**config.mk**
```make
export PLATFORM = sky130hd
export DESIGN_NAME = mycpu_wb_stage_flat
export DESIGN_NICKNAME = d
export VERILOG_FILES = /design/src/rtl/mycpu_wb_stage_if.sv /design/src/rtl/mycpu_wb_stage.sv /design/src/flat_wrapper.sv
export SDC_FILE = /design/constraint.sdc
export NUM_CORES = 1
export LEC_CHECK = 0
export BUFFER_PORTS_ARGS = -buffer_cell sky130_fd_sc_hd__buf_2
export CAP_MARGIN = 20
export CORE_MARGIN = 1.5
export CORE_UTILIZATION = 45
export CTS_CLUSTER_DIAMETER = 100
export DETAILED_ROUTE_END_ITERATION = 8
export HOLD_SLACK_MARGIN = 0.1
export PLACE_DENSITY = 0.83
export REMOVE_ABC_BUFFERS = 1
export SLEW_MARGIN = 5
export SYNTH_ARGS = -nofsm -noshare
export SYNTH_HDL_FRONTEND = slang
export SYNTH_SLANG_ARGS = --single-unit
```
**constraint.sdc**
```tcl
create_clock -name clk -period 2.8 [get_ports clk]
set_clock_uncertainty 0.1 [all_clocks]
set_input_delay 0.28 -clock clk [delete_from_list [all_inputs] [get_ports clk]]
set_output_delay 0.28 -clock clk [all_outputs]
set_load 0.02 [all_outputs]
```
**src/rtl/mycpu_wb_stage_if.sv**
```systemverilog
// MEM -> WB handshake bundle: retiring instruction fields plus the WB accept signal.
interface mycpu_wb_stage_if #(
  parameter int DATA_WIDTH = 32,
  parameter int ADDR_WIDTH = 5
);
  logic                  ms_to_ws_valid;
  logic [31:0]           ms_pc;
  logic                  ms_gr_we;
  logic [ADDR_WIDTH-1:0] ms_dest;
  logic [2:0]            ms_ld_op;
  logic [1:0]            ms_addr_low;
  logic [DATA_WIDTH-1:0] ms_result;
  logic                  ws_allowin;

  modport master (
    output ms_to_ws_valid, ms_pc, ms_gr_we, ms_dest, ms_ld_op, ms_addr_low, ms_result,
    input  ws_allowin
  );

  modport slave (
    input  ms_to_ws_valid, ms_pc, ms_gr_we, ms_dest, ms_ld_op, ms_addr_low, ms_result,
    output ws_allowin
  );
endinterface

```
**src/rtl/mycpu_wb_stage.sv**
```systemverilog
// Write-back stage: latches the MEM instruction, waits for load data, aligns it and
// drives the byte-strobed register-file write port, trace port and hazard status.
module mycpu_wb_stage #(
  parameter int DATA_WIDTH = 32,
  parameter int ADDR_WIDTH = 5
) (
  input  logic                  clk,
  input  logic                  rst,
  mycpu_wb_stage_if.slave       ms,
  input  logic                  data_rvalid,
  input  logic [DATA_WIDTH-1:0] data_rdata,
  input  logic                  ws_flush,
  output logic [3:0]            rf_wen,
  output logic [ADDR_WIDTH-1:0] rf_waddr,
  output logic [DATA_WIDTH-1:0] rf_wdata,
  output logic [ADDR_WIDTH-1:0] ws_dest,
  output logic                  ws_fwd_ok,
  output logic [31:0]           debug_wb_pc,
  output logic [3:0]            debug_wb_rf_wen,
  output logic [ADDR_WIDTH-1:0] debug_wb_rf_wnum,
  output logic [DATA_WIDTH-1:0] debug_wb_rf_wdata
);
  typedef enum logic [1:0] {S_IDLE, S_HOLD, S_DRAIN} state_e;

  localparam logic [2:0] LD_NONE = 3'd0, LD_LB = 3'd1, LD_LBU = 3'd2, LD_LH = 3'd3,
                         LD_LHU = 3'd4, LD_LW = 3'd5, LD_LWL = 3'd6, LD_LWR = 3'd7;

  state_e                state_q, state_d;
  logic [31:0]           pc_q;
  logic                  gr_we_q;
  logic [ADDR_WIDTH-1:0] dest_q;
  logic [2:0]            ld_op_q;
  logic [1:0]            addr_low_q;
  logic [DATA_WIDTH-1:0] result_q;
  logic [DATA_WIDTH-1:0] wdata_q;
  logic [ADDR_WIDTH-1:0] waddr_q;

  logic                  ready_go, retire, accept;
  logic [DATA_WIDTH-1:0] byte_sh, wdata_n;
  logic [15:0]           half;
  logic [3:0]            wen_n;

  assign ready_go      = (ld_op_q == LD_NONE) || data_rvalid;
  assign retire        = (state_q == S_HOLD) && ready_go && !ws_flush;
  assign ms.ws_allowin = (state_q == S_IDLE) || retire;
  assign accept        = ms.ms_to_ws_valid && ms.ws_allowin;

  always_comb begin
    byte_sh = data_rdata >> {addr_low_q, 3'b000};
    half    = addr_low_q[1] ? data_rdata[31:16] : data_rdata[15:0];
    wdata_n = result_q;
    wen_n   = 4'b1111;
    case (ld_op_q)
      LD_LB:   wdata_n = {{(DATA_WIDTH-8){byte_sh[7]}}, byte_sh[7:0]};
      LD_LBU:  wdata_n = {{(DATA_WIDTH-8){1'b0}}, byte_sh[7:0]};
      LD_LH:   wdata_n = {{(DATA_WIDTH-16){half[15]}}, half};
      LD_LHU:  wdata_n = {{(DATA_WIDTH-16){1'b0}}, half};
      LD_LW:   wdata_n = data_rdata;
      // LWL/LWR place the loaded bytes in their final lanes; wen picks the merged bytes.
      LD_LWL: begin
        wdata_n = data_rdata << {~addr_low_q, 3'b000};
        wen_n   = 4'b1111 << ~addr_low_q;
      end
      LD_LWR: begin
        wdata_n = data_rdata >> {addr_low_q, 3'b000};
        wen_n   = 4'b1111 >> addr_low_q;
      end
      default: ;
    endcase
  end

  always_comb begin
    state_d = state_q;
    case (state_q)
      S_IDLE:  if (ms.ms_to_ws_valid) state_d = S_HOLD;
      S_HOLD: begin
        if (ws_flush)      state_d = (ld_op_q != LD_NONE && !data_rvalid) ? S_DRAIN : S_IDLE;
        else if (ready_go) state_d = ms.ms_to_ws_valid ? S_HOLD : S_IDLE;
      end
      S_DRAIN: if (data_rvalid) state_d = S_IDLE;
      default: state_d = S_IDLE;
    endcase
  end

  always_ff @(posedge clk) begin
    if (!rst) begin
      state_q    <= S_IDLE;
      pc_q       <= '0;
      gr_we_q    <= 1'b0;
      dest_q     <= '0;
      ld_op_q    <= LD_NONE;
      addr_low_q <= '0;
      result_q   <= '0;
      wdata_q    <= '0;
      waddr_q    <= '0;
    end else begin
      state_q <= state_d;
      if (accept) begin
        pc_q       <= ms.ms_pc;
        gr_we_q    <= ms.ms_gr_we;
        dest_q     <= ms.ms_dest;
        ld_op_q    <= ms.ms_ld_op;
        addr_low_q <= ms.ms_addr_low;
        result_q   <= ms.ms_result;
      end
      if (retire) begin
        wdata_q <= wdata_n;
        waddr_q <= dest_q;
      end
    end
  end

  // Outside the retire cycle the write port replays the last retired value so it stays stable.
  assign rf_wen   = (retire && gr_we_q && dest_q != '0) ? wen_n : 4'b0000;
  assign rf_waddr = retire ? dest_q  : waddr_q;
  assign rf_wdata = retire ? wdata_n : wdata_q;

  assign ws_dest   = (state_q == S_HOLD && gr_we_q) ? dest_q : '0;
  assign ws_fwd_ok = (state_q == S_HOLD) && ready_go && (wen_n == 4'b1111);

  assign debug_wb_pc       = pc_q;
  assign debug_wb_rf_wen   = rf_wen;
  assign debug_wb_rf_wnum  = rf_waddr;
  assign debug_wb_rf_wdata = rf_wdata;
endmodule

```
**src/flat_wrapper.sv**
```systemverilog
// flat-port wrapper written by rule: the top's interface ports become plain ports
module mycpu_wb_stage_flat 
#(
  parameter int DATA_WIDTH = 32,
  parameter int ADDR_WIDTH = 5
)
  (clk, rst, data_rvalid, data_rdata, ws_flush, rf_wen, rf_waddr, rf_wdata, ws_dest, ws_fwd_ok, debug_wb_pc, debug_wb_rf_wen, debug_wb_rf_wnum, debug_wb_rf_wdata, ms_ms_to_ws_valid, ms_ms_pc, ms_ms_gr_we, ms_ms_dest, ms_ms_ld_op, ms_ms_addr_low, ms_ms_result, ms_ws_allowin);
  mycpu_wb_stage_if #(.DATA_WIDTH(DATA_WIDTH), .ADDR_WIDTH(ADDR_WIDTH)) ms_i ();
  input  logic clk;
  input  logic rst;
  input  logic data_rvalid;
  input  logic [DATA_WIDTH-1:0] data_rdata;
  input  logic ws_flush;
  output logic [3:0] rf_wen;
  output logic [ADDR_WIDTH-1:0] rf_waddr;
  output logic [DATA_WIDTH-1:0] rf_wdata;
  output logic [ADDR_WIDTH-1:0] ws_dest;
  output logic ws_fwd_ok;
  output logic [31:0] debug_wb_pc;
  output logic [3:0] debug_wb_rf_wen;
  output logic [ADDR_WIDTH-1:0] debug_wb_rf_wnum;
  output logic [DATA_WIDTH-1:0] debug_wb_rf_wdata;
  input wire logic [$bits(ms_i.ms_to_ws_valid)-1:0] ms_ms_to_ws_valid;
  input wire logic [$bits(ms_i.ms_pc)-1:0] ms_ms_pc;
  input wire logic [$bits(ms_i.ms_gr_we)-1:0] ms_ms_gr_we;
  input wire logic [$bits(ms_i.ms_dest)-1:0] ms_ms_dest;
  input wire logic [$bits(ms_i.ms_ld_op)-1:0] ms_ms_ld_op;
  input wire logic [$bits(ms_i.ms_addr_low)-1:0] ms_ms_addr_low;
  input wire logic [$bits(ms_i.ms_result)-1:0] ms_ms_result;
  output wire logic [$bits(ms_i.ws_allowin)-1:0] ms_ws_allowin;
  assign ms_i.ms_to_ws_valid = ms_ms_to_ws_valid;
  assign ms_i.ms_pc = ms_ms_pc;
  assign ms_i.ms_gr_we = ms_ms_gr_we;
  assign ms_i.ms_dest = ms_ms_dest;
  assign ms_i.ms_ld_op = ms_ms_ld_op;
  assign ms_i.ms_addr_low = ms_ms_addr_low;
  assign ms_i.ms_result = ms_ms_result;
  assign ms_ws_allowin = ms_i.ws_allowin;
  mycpu_wb_stage #(.DATA_WIDTH(DATA_WIDTH), .ADDR_WIDTH(ADDR_WIDTH)) u_core (.clk(clk), .rst(rst), .ms(ms_i), .data_rvalid(data_rvalid), .data_rdata(data_rdata), .ws_flush(ws_flush), .rf_wen(rf_wen), .rf_waddr(rf_waddr), .rf_wdata(rf_wdata), .ws_dest(ws_dest), .ws_fwd_ok(ws_fwd_ok), .debug_wb_pc(debug_wb_pc), .debug_wb_rf_wen(debug_wb_rf_wen), .debug_wb_rf_wnum(debug_wb_rf_wnum), .debug_wb_rf_wdata(debug_wb_rf_wdata));
endmodule
```
Word-level counts from Yosys, hierarchy flattened
Index checks and enable logic that the tools add are counted.
{"block": "op_classes", "n_eq_ne": 13, "n_shift": 4, "mux": 14, "bitwise": 1, "reduce_logical": 17}
{"operator": "$pmux W32 S7", "count": 1}
{"operator": "$mux W32", "count": 1}
{"operator": "$shl A32 B5 Y32", "count": 1}
{"operator": "$shr A32 B5 Y32", "count": 1}
{"operator": "$mux W16", "count": 1}
{"operator": "$eq A3 B3 Y1 const B", "count": 4}
{"operator": "$mux W2", "count": 5}
{"operator": "$mux W5", "count": 2}
{"operator": "$logic_and A1 B1 Y1", "count": 8}
{"operator": "$pmux W4 S2", "count": 1}
{"operator": "$eq A3 B2 Y1 const B", "count": 2}
{"operator": "$pmux W2 S3", "count": 1}
{"operator": "$reduce_bool A5 Y1", "count": 1}
{"operator": "$eq A4 B4 Y1 const B", "count": 1}
{"operator": "$mux W4", "count": 1}
{"operator": "$ne A2 B2 Y1 const B", "count": 2}
{"operator": "$shl A4 B2 Y4 const A", "count": 1}
{"operator": "$shr A4 B2 Y4 const A", "count": 1}
{"operator": "$eq A3 B1 Y1 const B", "count": 1}
{"operator": "$logic_not A3 Y1", "count": 1}
{"operator": "$ne A3 B2 Y1 const B", "count": 1}
{"operator": "$reduce_and A3 Y1", "count": 1}
{"operator": "$reduce_bool A3 Y1", "count": 1}
{"operator": "$eq A2 B1 Y1 const B", "count": 1}
{"operator": "6 further kinds", "count": 8}
{"block": "totals", "ff_bits": 114, "input_bits": 112, "output_inout_bits": 121, "word_cells": 58}

Longest topological paths before layout
Gate-level depths: netlist of the first run.
{"block": "depth", "ltp_word": 7, "ltp_mapped": 9, "ltp_nobuf": 5}

Worst setup path after synthesis of the first run
No wires, ideal clock.
{"block": "synth_path", "path_kind": "register -> output", "startpoint": "register u_core.addr_low_q[1]", "endpoint": "output port rf_wdata[4]", "arrival_ns": 2.038, "required_time_ns": 2.420, "setup_slack_ns": 0.382, "path_stages_with_launch": 9, "n_path_buf": 4, "path_cell_list": "dfxtp_1 -> buf_2 -> buf_2 -> buf_2 -> mux2_2 -> o21ai_0 -> a31oi_1 -> nor2_1 -> buf_4"}
{"block": "synth_via", "elab_chain_len": 4, "elab_cells_between_ends": 6, "classes_between": "2 x shift; 3 x mux; 1 x bitwise"}
{"item": "start, declared", "line_no": "mycpu_wb_stage.sv:33", "text": "logic [1:0] addr_low_q;"}
{"item": "start signal, assigned", "line_no": "mycpu_wb_stage.sv:103", "text": "addr_low_q <= ms.ms_addr_low;"}
{"item": "$not A2 Y2", "line_no": "mycpu_wb_stage.sv:61", "text": "wdata_n = data_rdata << {~addr_low_q, 3'b000};"}
{"item": "$shl A32 B5 Y32", "line_no": "mycpu_wb_stage.sv:61"}
{"item": "$pmux W32 S7 (*)", "line_no": "mycpu_wb_stage.sv:53", "text": "case (ld_op_q)"}
{"item": "$mux W32 (*)", "line_no": "mycpu_wb_stage.sv:116", "text": "assign rf_wdata = retire ? wdata_n : wdata_q;"}
{"item": "end, declared", "line_no": "flat_wrapper.sv:16", "text": "output logic [DATA_WIDTH-1:0] rf_wdata;"}
Every way passes the cells marked *; elsewhere a longest branch is shown, timed or not.

Worst setup path in the final report of the first run
{"block": "layout_path", "startpoint": "register u_core.addr_low_q[1]", "endpoint": "output port debug_wb_rf_wdata[17]"}
{"block": "layout_via", "elab_chain_len": 4, "elab_cells_between_ends": 6, "classes_between": "2 x shift; 3 x mux; 1 x bitwise"}
{"item": "$not A2 Y2", "line_no": "mycpu_wb_stage.sv:61"}
{"item": "$shl A32 B5 Y32", "line_no": "mycpu_wb_stage.sv:61"}
{"item": "$pmux W32 S7 (*)", "line_no": "mycpu_wb_stage.sv:53"}
{"item": "$mux W32 (*)", "line_no": "mycpu_wb_stage.sv:116"}
{"item": "end, declared", "line_no": "flat_wrapper.sv:22", "text": "output logic [DATA_WIDTH-1:0] debug_wb_rf_wdata;"}
Marked as above.

==> run metrics, run 1 <==
total CTS buffers=17; max-cap viol count=0; Core Area=13,900 µm²; largest net degree at the start of global routing=~170; CTS Root Cell=clkbuf_16; CP Capture Type=output port; DP Cell Count=between 1,000 and 1,500; Worst path max stage delay=~0.58 ns; CTS clk-pin slew, worst paths=roughly 0.060 ns; Area growth, synth to finish=42.9%; worst skew pair latency=0.42 ns; first-pass GRT wire length=roughly 34,000 µm; commonest non-fill, non-tap cells in the layout=buf_2, nand2_1, dfxtp_1, o21ai_0, dlygate4sd3_1; # rows=43; H-tree depth=4; Max clock buf depth=2; Req. time, crit path=between 2 and 2.5 ns; starting density of the core=between 40% and 50%; Synth Instances=roughly 840; share of cells above drive strength 1=about a third; GRT overflow=0; Finished Layout Cells=between 1,000 and 1,500; Final Max Slew Viols=0; Met1 Routed Length=9180 µm; # nets final=1,206; unique cell type count in the Yosys netlist=54; GPL Wtd Cong=0.925; fill count=roughly 1,200; Die Area=between 15,000 and 20,000 µm²; HPWL Detailed=13,800 µm; metal2 WL=11,200 µm; final period demand of the worst path=2.75 ns; worst slew pin tran=roughly 0.87 ns; Tot GR Track Use=28.8%; Synthesis Warnings=0; Port Buf Inserts=232; # DRC=1; final-report hold violation count=0; Synth async-reset ratio=0%; cell area power density=between 500 and 600 nW/µm²; ant diodes=0; post-route clock period utilization=about 98%; Synth Area per Inst=slightly below 8 µm²; Post-synth EDFFs=0; DR iter-0 viols=~700; crit path kind=flop to output port; CP arrival=2.37 ns; Design Area, Final=9230 µm²; worst path cell trace=mux4_2 > o21ai_4 > o21a_2 > buf_4 > a31oi_1 > buf_2; Post-DP Area=~7500 µm²; Syn Std Cell Area=between 6000 and 7000 µm²; Hold WC Path Type=input port to flop; vias per inst=slightly below 6; maximum clock frequency=roughly 0.36 GHz; slew margin rel.=a little over two fifths; Post-Route WL=22,800 µm; register area share after synthesis=between 30% and 40%; WL/cell=~18 µm; CP Launch Type=flop; I/O Pins=233; Top Metal Used=met4; DRT antenna net count=0; unrepaired setup endpoints after global routing=yes; Vias=7,426; Die Width=around 120 µm; vias in the first global route=just under 7,000; family with the most delay on the worst path=multiplexers; total power=around 0.0052 W; DRT Pass-1 Iters=9; P_leak=3.92 nW; total clock sinks=about 110; ys flop type=dfxtp_1; initial antenna violation count=0; peak supply drop=433 µV; Crit-path slowest cell=mux4_2; metal3 WL=approximately 1900 µm; violated checks=design-rule violations; Buf/Inv on CP=2; TritonCTS clock tree=yes; CP max FO=14; most common cell after layout, fill and taps aside=buf_2; setup violators final=0; post-synthesis register bit count=approximately 110; status=finished with violations; Die Span Y=~120 µm
-- cell usage after synthesis, types with 5 or more instances --
cell	number	share of area, %
and2_1	20	1.9
nand3_1	76	5.9
buf_4	44	5.1
mux2_2	7	1.2
and3_1	13	1.3
a221oi_1	13	1.8
a21oi_1	29	2.2
a311oi_1	8	1.1
nor2b_1	8	0.77
nand3b_1	10	1.2
a222oi_1	6	0.93
dfxtp_1	114	35
o22ai_1	40	3.9
buf_2	29	2.2
inv_1	6	0.35
clkbuf_1	43	2.5
nor3_1	17	1.3
a31oi_1	18	1.7
a21oi_2	8	1.1
a221o_1	8	1.2
mux2i_1	25	3.9
a31o_2	5	0.68
nor2_1	34	2.0
nand2_1	113	6.6
a211oi_1	10	1.2
o21ai_0	95	7.4
-- cell type report --
| cell class | instances | area [µm²] | area share, % |
|---|---|---|---|
| Tap cell | 180 | 225 | 2.44 |
| Clock buffer | 24 | 502 | 5.44 |
| Multi-Input combinational cell | 597 | 3650 | 39.5 |
| Timing Repair Buffer | 358 | 2410 | 26.1 |
| Inverter | 6 | 22.5 | 0.244 |
| Sequential cell | 114 | 2300 | 24.9 |
| Clock inverter | 8 | 124 | 1.34 |
-- tightest hold or removal path: stages --
cell and delay, ns:
buf_2 0.13, nand2_1 0.07, nor4b_1 0.15
-- sequential cells by signal (all words and copies together), names as in the netlist --
| register | cells |
|---|---|
| u_core.result_q | 32 |
| u_core.debug_wb_pc | 32 |
| u_core.state_q | 2 |
| u_core.wdata_q | 32 |
| u_core.gr_we_q | 1 |
| u_core.dest_q | 5 |
| u_core.addr_low_q | 2 |
| u_core.ld_op_q | 3 |
| u_core.waddr_q | 5 |
-- per-layer routing --
layer	vias to the layer above	track usage (%)
met1	3467	34.9
li1	3530	-
met5	-	0
met2	381	48.7
met3	48	6.88
met4	0	12.4
-- logic make-up (layout without fill, tap and decap cells) --
family	Yosys count	after routing	synth area share, %
compound gates	258	258	25.7
buf+inv	126	396	10.6
flops	114	114	35.3
mux	33	33	5.44
simple gates	306	306	22.9
-- through the flow --
stage / setup TNS [ns] / utilization (%) / hold slack [ns] / worst slack (ns)
floorplan: -335.58 / - / 0.259 / -3.75
global placement: 0 / 53.7 / 0.340 / 0.315
detailed placement: 0 / 53.7 / 0.347 / 0.287
CTS: 0 / 64.0 / 0.153 / 0.0164
global route: -0.471 / 66.2 / 0.204 / -0.0681
finish: 0 / 66.2 / 0.173 / 0.0505
-- path summary, 6_finish.rpt --
| kind | depth (start not counted) | to | from | slack [ns] |
|---|---|---|---|---|
| worst max-delay path | 6 | debug_wb_rf_wdata[17] | u_core.addr_low_q[1]$_SDFFE_PN0P_ | 0.05 |
| worst min register to register | 2 | u_core.debug_wb_pc[19]$_SDFFE_PN0P_ | u_core.debug_wb_pc[19]$_SDFFE_PN0P_ | 0.35 |
| worst max register to register | 8 | u_core.ld_op_q[0]$_SDFFE_PN0P_ | u_core.ld_op_q[1]$_SDFFE_PN0P_ | 0.63 |
| worst min-delay path | 3 | u_core.state_q[0]$_SDFFE_PN0P_ | ws_flush | 0.17 |
-- timing repair --
action | 4_1_cts | 5_1_grt
hold buffers | 77 | 0
buffers inserted | 1 | 15
setup endpoints to repair | 70 | 68
resized for setup | 12 | 37
hold endpoints to repair | 77 | 0
pin swaps | 1 | 14
gates cloned | 0 | 3
-- power by group --
part	internal (W)	switching, W	total [W]
clock	0.00152	0.000766	0.00228
sequential	0.00172	0.0000671	0.00179
combinational	0.000472	0.000676	0.00115
total	0.00371	0.00151	0.00522
Power figures use the tool's default switching activity.
==> run 2: changes to the inputs <==
--- a/config.mk
+++ b/config.mk
@@ -12,7 +12,7 @@
 export CTS_CLUSTER_DIAMETER = 100
 export DETAILED_ROUTE_END_ITERATION = 8
 export HOLD_SLACK_MARGIN = 0.1
-export PLACE_DENSITY = 0.83
+export PLACE_DENSITY_LB_ADDON = 0.3
 export REMOVE_ABC_BUFFERS = 1
 export SLEW_MARGIN = 5
 export SYNTH_ARGS = -nofsm -noshare
==> run metrics, run 2 (synthesized netlist as in run 1, its figures left out) <==
M1 GR Usage=approximately 37%; WHS Path Cells=3; TritonCTS clock tree=yes; total CTS buffers=17; Worst Hold Path EP=u_core.state_q[0]$_SDFFE_PN0P_; vias per inst=5.67; # DRC=0; share of cells above drive strength 1=a little under a third; Core Area=between 10,000 and 15,000 µm²; Max clock buf depth=2; Die Area=about 15,000 µm²; worst skew pair latency=just over 0.4 ns; DR iter-0 viols=between 500 and 600; Die Span Y=~120 µm; Final WS setup=0.0814 ns; Hold WC Path Type=input port to flop; slew margin rel.=around two fifths; vias in the first global route=6,501; fill count=between 1,000 and 1,500; TNS Setup=0 ns; Req. time, crit path=about 2.4 ns; crit path kind=flop to output port; final core utilization=about two thirds; ant diodes=0; GR Layer Usage met2=47.1%; first-pass GRT wire length=~33,000 µm; final hold slack=0.154 ns; CP max FO=12; WL/cell=17.2 µm; Tot GR Track Use=between 20% and 30%; # nets final=about 1,200; post-route clock period utilization=a little over nine tenths; starting density of the core=46.4%; CP arrival=~2.3 ns; peak supply drop=approximately 420 µV; HPWL Detailed=around 14,000 µm; Reg-to-Reg End=u_core.addr_low_q[1]$_SDFFE_PN0P_; Final Max Slew Viols=0; DRT antenna net count=0; Port Buf Inserts=232; H-tree depth=4; CTS clk-pin slew, worst paths=0.06 ns; pre-CTS setup slack=between 0.2 and 0.3 ns; GPL Wtd Cong=0.921; maximum clock frequency=between 0.3 and 0.4 GHz; Top Usage Layer GRT=met2; CP Launch Type=flop; Die Width=around 120 µm; worst slew pin tran=0.917 ns; Post-Route WL=roughly 22,000 µm; R2R Setup Slk=between 0.6 and 0.7 ns; P_leak=roughly 3.9 nW; commonest non-fill, non-tap cells in the layout=buf_2, nand2_1, dfxtp_1, o21ai_0, dlygate4sd3_1; GR Layer Usage met3=under 10%; Area growth, synth to finish=39.8%; cell area power density=573 nW/µm²; total clock sinks=114; R2R cell count=8; CP Capture Type=output port; initial antenna violation count=1; total power=just over 0.005 W; final period demand of the worst path=roughly 2.7 ns; CTS Root Cell=clkbuf_16; RR Startpoint=u_core.ld_op_q[2]$_SDFFE_PN0P_; I/O Pins=233; final-report hold violation count=0; most common cell after layout, fill and taps aside=buf_2; Vias=between 7,000 and 8,000; # rows=43; min-delay src=ws_flush; largest net degree at the start of global routing=169; setup violators final=0; status=finished clean; max-cap viol count=0; DRT Pass-1 Iters=6; GRT overflow=0
## run 2: area by class of cell
class	instances	area [µm²]	area share, %
inverter	6	22.5	0.249
timing repair buffer	346	2290	25.4
sequential	114	2300	25.5
multi-input combinational	597	3570	39.5
clock inverter	10	156	1.73
tap	180	225	2.49
clock buffer	22	464	5.14
## run 2: how the worst max path moves through the flow
stage | startpoint | to | slack, ns | cells past startpoint
6_report | u_core.addr_low_q[1]$_SDFFE_PN0P_ | rf_wdata[20] | 0.08 | 6
5_1_grt | u_core.ld_op_q[2]$_SDFFE_PN0P_ | debug_wb_rf_wdata[13] | -0.02 | 8
4_1_cts | u_core.state_q[0]$_SDFFE_PN0P_ | debug_wb_rf_wdata[13] | 0.005 | 7
3_5_place_dp | u_core.ld_op_q[0]$_SDFFE_PN0P_ | rf_wdata[21] | 0.26 | 7
3_3_place_gp | u_core.ld_op_q[0]$_SDFFE_PN0P_ | debug_wb_rf_wdata[18] | 0.30 | 7
2_1_floorplan | u_core.ld_op_q[0]$_SDFFE_PN0P_ | u_core.addr_low_q[0]$_SDFFE_PN0P_ | -3.75 | 4
## run 2: routing by layer
| metal | share of wire [%] | up-vias |
|---|---|---|
| met5 | 0.055 | - |
| met4 | 2.2 | 2 |
| met3 | 7.4 | 37 |
| met2 | 47 | 327 |
| met1 | 44 | 3359 |
| li1 | - | 3509 |
## run 2: repair_timing
action	4_1_cts	5_1_grt
cloned	0	1
hold buffers	77	0
resized for setup	6	18
buffers inserted	5	2
hold endpoints to repair	77	0
pin swaps	2	5
setup endpoints to repair	69	58
## run 2: critical path, cell delays in order, from the launching register on
cell and delay (ns):
dfxtp_4 0.41, mux4_2 0.56, o21ai_4 0.18, o21a_1 0.16, buf_4 0.24, a31oi_1 0.17
buf_2 0.20
## run 2: per-stage QoR
stage	instances	area (µm²)
6_report	1275	9030
5_1_grt	1275	9030
4_1_cts	1272	8920
3_5_place_dp	1158	7480
3_3_place_gp	1158	7480
2_1_floorplan	717	5800
## run 2: power breakdown
group | leakage [nW] | internal, W | switching, W
logic | 2.62 | 0.000449 | 0.000649
clock network | 0.304 | 0.00153 | 0.000755
registers | 0.938 | 0.00172 | 0.0000683
total | 3.86 | 0.00370 | 0.00147
==> run 3: changes to the inputs <==
--- a/config.mk
+++ b/config.mk
@@ -9,6 +9,7 @@
 export CAP_MARGIN = 20
 export CORE_MARGIN = 1.5
 export CORE_UTILIZATION = 45
+export CTS_BUF_LIST = sky130_fd_sc_hd__clkbuf_16
 export CTS_CLUSTER_DIAMETER = 100
 export DETAILED_ROUTE_END_ITERATION = 8
 export HOLD_SLACK_MARGIN = 0.1
==> run metrics, run 3 (synthesized netlist as in run 1, its figures left out) <==
DRT antenna net count=0; H-tree depth=4; worst path cell trace=mux4_2 > o21ai_4 > o21a_1 > buf_4 > a31oi_1 > buf_2; maximum clock frequency=about 0.37 GHz; R2R Setup Slk=about 0.6 ns; peak supply drop=around 420 µV; ant diodes=0; CP max FO=12; setup violators final=0; WL/cell=17.1 µm; Comb power frac=between 20 and 25%; largest net degree at the start of global routing=around 170; Buf/Inv on CP=2; Reg-to-Reg End=u_core.addr_low_q[1]$_SDFFE_PN0P_; DR iter-0 viols=slightly below 500; Critical path origin=u_core.addr_low_q[1]$_SDFFE_PN0P_; Final WS setup=approximately 0.089 ns; Finished Layout Cells=1,275; I/O Pins=~230; HPWL Detailed=between 10,000 and 15,000 µm; worst skew pair latency=approximately 0.41 ns; Port Buf Inserts=~230; DP Cell Count=1,158; Area growth, synth to finish=39.5%; sw power=0.00147 W; commonest non-fill, non-tap cells in the layout=buf_2, nand2_1, dfxtp_1, o21ai_0, dlygate4sd3_1; CP Launch Type=flop; vias in the first global route=roughly 6,500; Die Span Y=123 µm; # nets final=about 1,200; CTS Root Cell=clkbuf_16; CP arrival=~2.3 ns; Final Max Slew Viols=0; cell area power density=about 570 nW/µm²; share of cells above drive strength 1=a little under a third; vias per inst=between 5 and 6; Switching Fraction=~29%; internal power=0.00364 W; critical path depth in cells=6; Req. time, crit path=approximately 2.4 ns; final period demand of the worst path=about 2.7 ns; max-cap viol count=0; crit path kind=flop to output port; worst setup path end=rf_wdata[20]; total CTS buffers=17; status=finished clean; final-report hold violation count=0; Crit-path slowest cell=mux4_2; Post-Route WL=between 20,000 and 25,000 µm; Core Area=about 14,000 µm²; Die Width=123 µm; Die Area=roughly 15,000 µm²; R2R cell count=8; RR Startpoint=u_core.ld_op_q[2]$_SDFFE_PN0P_; # rows=43; TritonCTS clock tree=yes; P_leak=slightly below 4 nW; GPL Wtd Cong=a little over 0.9; final hold slack=0.153 ns; sequential share of power=a little over a third; fill count=about 1,200; post-route clock period utilization=a little over nine tenths; family with the most delay on the worst path=multiplexers; WHS Path Cells=3; most common cell after layout, fill and taps aside=buf_2; Vias=approximately 7,000; CTS clk-pin slew, worst paths=around 0.050 ns; Hold WC Path Type=input port to flop; starting density of the core=a little under half; Max clock buf depth=2; slew margin rel.=39.8%; initial antenna violation count=1; Tot GR Track Use=between 20 and 30%; # DRC=0; total clock sinks=114; GRT overflow=0; CP Capture Type=output port; DRT Pass-1 Iters=7; clock share of power=between 40 and 50%; first-pass GRT wire length=between 30,000 and 40,000 µm; Worst path max stage delay=roughly 0.56 ns; pre-CTS setup slack=~0.26 ns; final core utilization=between 60% and 70%; worst slew pin tran=0.902 ns
run 3: tightest hold or removal path: stages:
cell     delay [ns]
buf_2          0.12
nand2_1        0.08
nor4b_1        0.14
run 3: metal layers:
| layer | wire length [µm] | vias up | track usage (%) |
|---|---|---|---|
| met3 | 1510 | 34 | 6.13 |
| met4 | 459 | 2 | 10.3 |
| met2 | 10300 | 324 | 47.1 |
| met5 | 12 | - | 0 |
| met1 | 9570 | 3325 | 36.5 |
| li1 | - | 3512 | - |
run 3: worst min path at each step:
stage,endpoint,slack (ns),start
global route,u_core.state_q[0]$_SDFFE_PN0P_,0.16,ws_flush
floorplan,u_core.state_q[1]$_SDFFE_PN0P_,0.26,data_rvalid
CTS,u_core.state_q[0]$_SDFFE_PN0P_,0.15,ws_flush
finish,u_core.state_q[0]$_SDFFE_PN0P_,0.15,ws_flush
global placement,u_core.debug_wb_pc[20]$_SDFFE_PN0P_,0.34,u_core.debug_wb_pc[20]$_SDFFE_PN0P_
detailed placement,u_core.debug_wb_pc[11]$_SDFFE_PN0P_,0.35,u_core.debug_wb_pc[11]$_SDFFE_PN0P_
run 3: layout make-up:
type / count / area [µm²] / share of cell area, %
multi-input combinational: 597 / 3570 / 39.6
tap: 180 / 225 / 2.50
sequential: 114 / 2300 / 25.5
timing repair buffer: 346 / 2290 / 25.5
clock inverter: 15 / 175 / 1.94
clock buffer: 17 / 425 / 4.72
inverter: 6 / 22.5 / 0.250
run 3: metrics by stage:
stage,total power (W),TNS (ns),cell area [µm²]
after global placement,0.00278,0,7480
after detailed placement,0.00280,0,7480
after floorplan,0.00238,-335.58,5800
after CTS,0.00510,0,8900
after global routing,0.00530,-0.0437,9010
final,0.00511,0,9010
run 3: timing repair:
item / CTS / global route
pin swaps: 2 / 5
endpoints found under the hold margin: 77 / 0
gates cloned: 0 / 1
endpoints found under the setup margin: 69 / 58
buffers inserted: 5 / 2
hold buffers: 77 / 0
resized for setup: 6 / 18
run 3: power by group through the flow:
stage | clock network [W] | logic, W | registers (W)
6_report | 0.00222 | 0.00110 | 0.00179
5_1_grt | 0.00231 | 0.00119 | 0.00180
4_1_cts | 0.00224 | 0.00107 | 0.00179
3_5_place_dp | 0 | 0.000976 | 0.00182
3_3_place_gp | 0 | 0.000965 | 0.00182
2_1_floorplan | 0 | 0.000506 | 0.00187
